**config.mk**
```make
export PLATFORM = sky130hd
export DESIGN_NAME = delay_config_sequencer
export DESIGN_NICKNAME = d
export VERILOG_FILES = /design/src/rtl/dlycfg_pkg.sv /design/src/rtl/delay_config_sequencer_quiet_timer.sv /design/src/rtl/delay_config_sequencer.sv
export SDC_FILE = /design/constraint.sdc
export NUM_CORES = 1
export LEC_CHECK = 0
export CAP_MARGIN = 20
export CORE_MARGIN = 1.5
export CORE_UTILIZATION = 52
export DETAILED_ROUTE_END_ITERATION = 8
export HOLD_SLACK_MARGIN = 0.02
export PLACE_DENSITY_LB_ADDON = 0.15
export SYNTH_ARGS = -nofsm -noshare
export SYNTH_HDL_FRONTEND = slang
export SYNTH_SLANG_ARGS = --single-unit
```
**constraint.sdc**
```tcl
create_clock -name Clk -period 2.8 [get_ports Clk]
set_input_delay 0.42 -clock Clk [delete_from_list [all_inputs] [get_ports Clk]]
set_output_delay 0.42 -clock Clk [all_outputs]
set_load 0.005 [all_outputs]
```
**src/rtl/dlycfg_pkg.sv**
```systemverilog
// Shared types and helpers for the delay configuration sequencer.
// DWELL state exists only when DLYCFG_SWEEP_EN is defined.
package dlycfg_pkg;

    localparam int DLY_NCHAN = 4;
    localparam int DLY_NBITS = 4;
    localparam int CHW       = $clog2(DLY_NCHAN);

    typedef logic [DLY_NBITS-1:0] dly_t;

`ifdef DLYCFG_SWEEP_EN
    typedef enum logic [1:0] {S_IDLE, S_DRAIN, S_DWELL} dlycfg_state_e;
`else
    typedef enum logic [1:0] {S_IDLE, S_DRAIN} dlycfg_state_e;
`endif

    // Counter width able to hold the larger of the two reload values.
    function automatic int cnt_width(input int a, input int b);
        int m;
        m = (a > b) ? a : b;
        return (m < 1) ? 1 : $clog2(m + 1);
    endfunction

endpackage

```
**src/rtl/delay_config_sequencer_quiet_timer.sv**
```systemverilog
// Loadable down-counter; restart reloads it, done is high while the count sits at zero.
// One cycle from load/restart to the new count; no backpressure.
module quiet_timer #(
    parameter int CNTW = 5
) (
    input  logic            clk_i,
    input  logic            rst_i,
    input  logic            load_i,
    input  logic [CNTW-1:0] load_val_i,
    input  logic            restart_i,
    output logic            done_o
);

    logic [CNTW-1:0] cnt_q, cnt_d;

    always_comb begin
        cnt_d = cnt_q;
        if (load_i || restart_i) begin
            cnt_d = load_val_i;
        end else if (cnt_q != '0) begin
            cnt_d = cnt_q - CNTW'(1);
        end
    end

    always_ff @(posedge clk_i) begin
        if (rst_i) begin
            cnt_q <= '0;
        end else begin
            cnt_q <= cnt_d;
        end
    end

    assign done_o = (cnt_q == '0);

endmodule

```
**src/rtl/delay_config_sequencer.sv**
```systemverilog
// Stages per-channel delays and applies them atomically after DRAIN quiet cycles; writes stall while busy.
// Optional calibration sweep of one channel under DLYCFG_SWEEP_EN.
module delay_config_sequencer
    import dlycfg_pkg::*;
#(
    parameter int NCHAN = DLY_NCHAN,
    parameter int NBITS = DLY_NBITS,
    parameter int DRAIN = 16,
    parameter int DWELL = 1024,
    localparam int CW = (NCHAN == DLY_NCHAN) ? CHW : ((NCHAN > 1) ? $clog2(NCHAN) : 1)
) (
    input  logic             Clk,
    input  logic             Rst,
    input  logic [NCHAN-1:0] Channels,
    input  logic             WrValid,
    output logic             WrReady,
    input  logic [CW-1:0]    WrChan,
    input  logic [NBITS-1:0] WrDelay,
    input  logic             Commit,
    output logic [NBITS-1:0] Delays [NCHAN-1:0],
    output logic             Busy,
    output logic             Applied
`ifdef DLYCFG_SWEEP_EN
    ,
    input  logic             SweepStart,
    input  logic [CW-1:0]    SweepChan,
    output logic             SweepStep,
    output logic             SweepDone
`endif
);

    localparam int         TW      = cnt_width(DRAIN, DWELL);
    localparam logic [CW:0] NCHAN_W = (CW + 1)'(NCHAN);

    dlycfg_state_e    state_q, state_d;
    logic [NBITS-1:0] shadow_q [NCHAN-1:0];
    logic [NBITS-1:0] shadow_d [NCHAN-1:0];
    logic [NBITS-1:0] delays_q [NCHAN-1:0];
    logic [NBITS-1:0] delays_d [NCHAN-1:0];
    logic             applied_q, applied_d;
    logic             active, restart, tmr_load, tmr_done;
    logic [TW-1:0]    tmr_val;
`ifdef DLYCFG_SWEEP_EN
    logic             sweep_q, sweep_d, restore_q, restore_d;
    logic             step_q, step_d, done_q, done_d;
    logic [CW-1:0]    chan_q, chan_d;
    logic [NBITS-1:0] saved_q, saved_d;
`endif

    assign active  = |Channels;
    assign restart = (state_q == S_DRAIN) && active;

    quiet_timer #(.CNTW(TW)) u_timer (
        .clk_i      (Clk),
        .rst_i      (Rst),
        .load_i     (tmr_load),
        .load_val_i (tmr_val),
        .restart_i  (restart),
        .done_o     (tmr_done)
    );

    always_comb begin
        state_d   = state_q;
        shadow_d  = shadow_q;
        delays_d  = delays_q;
        applied_d = 1'b0;
        tmr_load  = 1'b0;
        tmr_val   = TW'(DRAIN - 1);
`ifdef DLYCFG_SWEEP_EN
        sweep_d   = sweep_q;
        restore_d = restore_q;
        step_d    = 1'b0;
        done_d    = 1'b0;
        chan_d    = chan_q;
        saved_d   = saved_q;
`endif
        // Out-of-range channel writes complete the handshake but change nothing.
        if (WrValid && (state_q == S_IDLE) && ({1'b0, WrChan} < NCHAN_W)) begin
            shadow_d[WrChan] = WrDelay;
        end
        case (state_q)
            S_IDLE: begin
`ifdef DLYCFG_SWEEP_EN
                if (SweepStart && ({1'b0, SweepChan} < NCHAN_W)) begin
                    saved_d             = delays_q[SweepChan];
                    chan_d              = SweepChan;
                    shadow_d[SweepChan] = '0;
                    sweep_d             = 1'b1;
                    restore_d           = 1'b0;
                    tmr_load            = 1'b1;
                    state_d             = S_DRAIN;
                end else
`endif
                if (Commit) begin
                    tmr_load = 1'b1;
                    state_d  = S_DRAIN;
                end
            end
            S_DRAIN: begin
                if (!active && tmr_done) begin
                    delays_d  = shadow_q;
                    applied_d = 1'b1;
                    state_d   = S_IDLE;
`ifdef DLYCFG_SWEEP_EN
                    if (sweep_q) begin
                        if (restore_q) begin
                            done_d    = 1'b1;
                            sweep_d   = 1'b0;
                            restore_d = 1'b0;
                        end else begin
                            state_d  = S_DWELL;
                            tmr_load = 1'b1;
                            tmr_val  = TW'(DWELL);
                        end
                    end
`endif
                end
            end
`ifdef DLYCFG_SWEEP_EN
            S_DWELL: begin
                if (tmr_done) begin
                    step_d   = 1'b1;
                    tmr_load = 1'b1;
                    state_d  = S_DRAIN;
                    // The last step hands back the setting that was live before the sweep.
                    if (shadow_q[chan_q] == '1) begin
                        shadow_d[chan_q] = saved_q;
                        restore_d        = 1'b1;
                    end else begin
                        shadow_d[chan_q] = shadow_q[chan_q] + NBITS'(1);
                    end
                end
            end
`endif
            default: state_d = S_IDLE;
        endcase
    end

    always_ff @(posedge Clk) begin
        if (Rst) begin
            state_q   <= S_IDLE;
            shadow_q  <= '{default: '0};
            delays_q  <= '{default: '0};
            applied_q <= 1'b0;
`ifdef DLYCFG_SWEEP_EN
            sweep_q   <= 1'b0;
            restore_q <= 1'b0;
            step_q    <= 1'b0;
            done_q    <= 1'b0;
            chan_q    <= '0;
            saved_q   <= '0;
`endif
        end else begin
            state_q   <= state_d;
            shadow_q  <= shadow_d;
            delays_q  <= delays_d;
            applied_q <= applied_d;
`ifdef DLYCFG_SWEEP_EN
            sweep_q   <= sweep_d;
            restore_q <= restore_d;
            step_q    <= step_d;
            done_q    <= done_d;
            chan_q    <= chan_d;
            saved_q   <= saved_d;
`endif
        end
    end

    assign Delays  = delays_q;
    assign Applied = applied_q;
    assign Busy    = (state_q != S_IDLE);
    assign WrReady = (state_q == S_IDLE);
`ifdef DLYCFG_SWEEP_EN
    assign SweepStep = step_q;
    assign SweepDone = done_q;
`endif

endmodule

```
### Word-level counts from Yosys, hierarchy flattened

Index checks and enable logic that the tools add are counted.

* flip-flop bits (word level): 46

* add/sub/neg operators: 1
* magnitude comparators: 2
* equality and inequality tests: 3
* mux-type cells: 11
* bitwise gates (word level): 1
* reduce and logical (&&, ||, !) cells: 16

Operators by type and width (count)
* $bwmux 16: 1
* $mux 4: 3
* $logic_not 11->1: 1
* $reduce_bool 11->1: 1
* $sub 11x1->11 const B: 1
* $demux 4 s2: 1
* $logic_and 1x1->1: 4
* $mux 2: 2
* $ne 2x1->1 const B: 2
* $pmux 2 s2: 1
* $reduce_and 2->1: 2
* $reduce_bool 2->1: 2
* $reduce_or 2->1: 2
* $reduce_or 4->1: 1
* $lt 2x3->1 const B: 1
* $mux 1: 3
* $eq 2x1->1 const B: 1
* $ge 2x1->1 const B: 1
* $logic_not 2->1: 1
* $logic_not 1->1: 1
* $logic_or 1x1->1: 1
* $not 1->1: 1

### Depth between registers and ports, before layout

* depth in word-level cells: 5
* gate-level depth with buffers: 9

### Modules after synthesis

Synthesis repeated with hierarchy kept, for this count alone.

* cells, all modules: 218
* area total of the unflattened synthesis: 2048.2 sq um

Modules (own cells, without submodules)
* delay_config_sequencer: times used 1, cells each 138, area an instance 1420.1 sq um, seq. area each 680.7 sq um
* quiet_timer: times used 1, cells each 80, area an instance 628.1 sq um, seq. area each 220.2 sq um

### Least setup slack after synthesis

Ideal clock, no wire load.

* kind: register -> register
* start point: register u_timer.cnt_q[0]
* end point: register delays_q (netlist bit Delays[15])
* arrival: 1901 ps
* required time: 2668 ps
* slack: 767 ps
* cell stages (with the launch flop): 10
* clock period less this slack: 2033 ps
* cells stage by stage: dfxtp_1 inv_1 ha_1 or3b_2 clkbuf_1 or3_1 buf_6 buf_8 o21ai_1 a21oi_1

* longest elaborated chain between the ends: 3

Ends and longest elaborated chain
* start: declaration: line delay_config_sequencer_quiet_timer.sv:14 `logic [CNTW-1:0] cnt_q, cnt_d;`
* start signal: assignment: line delay_config_sequencer_quiet_timer.sv:29 `cnt_q <= cnt_d;`
* $logic_not 11->1: line delay_config_sequencer_quiet_timer.sv:33 `assign done_o = (cnt_q == '0);`
* $logic_and 1x1->1: line delay_config_sequencer.sv:100 `if (!active && tmr_done) begin`
* $reduce_and 2->1 (no source line)
* end signal: assignment: line delay_config_sequencer.sv:156 `delays_q <= delays_d;`
* end: declaration: line delay_config_sequencer.sv:38 `logic [NBITS-1:0] delays_q [NCHAN-1:0];`

Every way passes these cells.
A chain may end at the register's enable or synchronous reset.

### Worst setup path in the final report

* start point: register u_timer.cnt_q[0]
* end point: register delays_q (netlist bit Delays[10])

Same word-level chain as after synthesis.

==> run summary <==
Gpl congestion - 0.7518
Max Clock Skew - 0.006535 ns
Vias/cell - 5.609
Die height - 63.62 um
Cell area after synthesis - 1911 um2
Status - finished clean
WL/cell - 14.69 um
Main synth FF type - dfxtp_1
Net switching fraction of the power - 23.89%
Clk pin slew, worst setup/hold paths - 0.08 ns
IO Port Bufs - 32
Clock Tree Root - clkbuf_8
HPWL Detailed - 2.902 mm
Total GRT Usage - 22.00%
Die Wd - 63.62 um
Largest net degree at the start of global routing - 39
Yosys Warn Count - 0
Core Region - 3442 um2
Global-route wire length before repair - 7.100 mm
Total CTS buffers - 5
# diodes - 0
Synth Register Bits - 45
Register area share after synthesis - 47.15%
TritonCTS clock tree - yes
Fin crit share - 80.07%
WP data arrival - 2.41 ns
Required time of the critical path - 2.96 ns
Sink Count - 45
Slew headroom - 56.36%
Max Clock Freq - 446.0 MHz
Synth area leader - dfxtp_1
Post-synth ARST share - 0%
Crit Path Category - reg -> reg
Remaining global-route overflow - 0
# resized after CTS - 0
Total Wirelength - 4.099 mm
Tightest Pin Transition - 0.6528 ns
Number of global-route vias before repair - 1590
Register area - 900.9 um2
Post-CTS Hold Fix Bufs - 0
Most Crowded Layer GR - met2
Clock buffer depth - 2
Row count - 21
Part of the power in registers - 52.0%
Yosys cell types - 37
DRT Pass-1 Iters - 5
Die area - 4047 um2
Post-synthesis cell count - 205
Placed cells - 272
Area delta synth->final - 22.20%
Final Hold Viols - 0
Max VDD drop - 0.0003515 V
Mapped Nets - 221
Via count - 1565
Area of the multi-input gates - 899.6 um2
Sw Pwr - 0.3080 mW
Pwr dens - 552.2 nW/um2
FILL cells - 289
Global Route met3 Usage - 5.357%
Overall power - 1.289 mW
GR Layer Usage met1 - 24.16%
Setup TNS - 0 ns
Clk_lat worst skew - 0.29 ns
First-iteration detailed-routing DRC count - 127
Most area-consuming cells after synthesis - dfxtp_1 (47%), mux2i_1 (8.4%), nand3_1 (5.0%)
Antenna violations before repair - 0
Layout cells sized above 1 - 9.442%
Pleak - 0.8290 nW
CP Capture Type - flop
Int Power - 0.9813 mW
Final #Nets - 249
IO Count - 33
Count leader, synth - dfxtp_1
DRC - 0
GR Util met2 - 40.92%
Post-CTS setup buffer count - 0
Hold Crit Class - reg -> reg
Fin. max-slew vios - 0
RSZ-0062 raised after global routing - false
Max cap viols - 0
Initial core utilization - 55.51%
Clk pwr share - 36.0%
Synthesized area per cell - 9.320 um2
Synth top area share - 47.15%
Tmin final - 2.242 ns
Most common library cells after synthesis - dfxtp_1 (45), nor2_1 (25), nand3_1 (19), a21oi_1 (18), mux2i_1 (16)
CP max FO - 18
Post-synth EDFFs - 0
Depth of the CTS H-tree - 2
Combinational Power Share - 11.9%
# setup viols final - 0
Critical Path Source Type - flop
Cell Count, Final, Fillers Out - 279
Final ANT Viol Nets - 0
-- cells by family (layout without fill, tap and decap cells) --
group / count (synthesis) / after routing / share of synthesized area (%)
simple gates: 71 / 71 / 20.83
flops: 45 / 45 / 47.15
compound gates: 42 / 42 / 12.31
buf+inv: 20 / 48 / 5.762
mux: 17 / 17 / 8.972
xor+xnor: 8 / 8 / 3.667
fa+ha+maj: 2 / 2 / 1.310
-- per-stage QoR --
stage          utilization [%]  setup WS [ns]  instance area [um2]  hold WS (ns)
2_1_floorplan                -         0.7672                 1911        0.4472
3_3_place_gp             64.81         0.5261                 2231        0.4461
3_5_place_dp             64.81         0.4413                 2231        0.4641
4_1_cts                  67.83         0.5539                 2335        0.4788
5_1_grt                  67.83         0.4006                 2335        0.4912
6_report                 67.83         0.5581                 2335        0.4728
-- power by group through the flow --
stage	Clock (mW)	Combinational, mW	Sequential (mW)
floorplan	0	0.120	0.679
global route	0.504	0.169	0.674
finish	0.464	0.154	0.671
detailed placement	0	0.152	0.686
CTS	0.472	0.154	0.671
global placement	0	0.147	0.685
-- registers in the layout, indices dropped and copies added (netlist names) --
| name | flops |
|---|---|
| Applied | 1 |
| Delays | 16 |
| shadow_q | 16 |
| u_timer.cnt_q | 11 |
| state_q | 1 |
-- cell usage in the layout, fill, tap and decap left out, types with 4 or more instances in the layout --
master and instances:
a21oi_1 18, buf_4 5, clkbuf_8 5, clkdlybuf4s50_1 32, dfxtp_1 45, inv_1 4, mux2i_1 16, nand3_1 19
nor2_1 25, nor3_1 5, o21ai_0 8, o21ai_1 7, xor2_1 5
-- per-layer routing --
metal,vias up,wire (um)
li1,781,-
met1,757,1734
met2,21,2190
met3,6,116
met4,0,57
met5,-,0
-- worst max-delay path: stages (launching register included) --
cell	delay, ns
dfxtp_1	0.33
inv_1	0.12
ha_1	0.17
or3b_2	0.55
or3_1	0.61
o21ai_0	0.26
a21oi_1	0.08
-- area by class of cell --
| class | instances | area share [%] |
|---|---|---|
| clock inverter | 2 | 1.501 |
| clock buffer | 5 | 2.947 |
| timing repair buffer | 37 | 15.33 |
| sequential | 45 | 38.59 |
| inverter | 4 | 0.6431 |
| tap | 46 | 2.465 |
| multi-input combinational | 140 | 38.53 |
-- final timing paths --
path / startpoint / end / slack [ns] / cells after the start
hold / removal: Delays[11] / Delays[11] / 0.47 / 2
setup / recovery: u_timer.cnt_q[0] / Delays[10] / 0.56 / 6
hold reg to reg: Delays[11] / Delays[11] / 0.47 / 2
setup reg to reg: u_timer.cnt_q[0] / Delays[10] / 0.56 / 6
(Power assumes the default switching activity.)
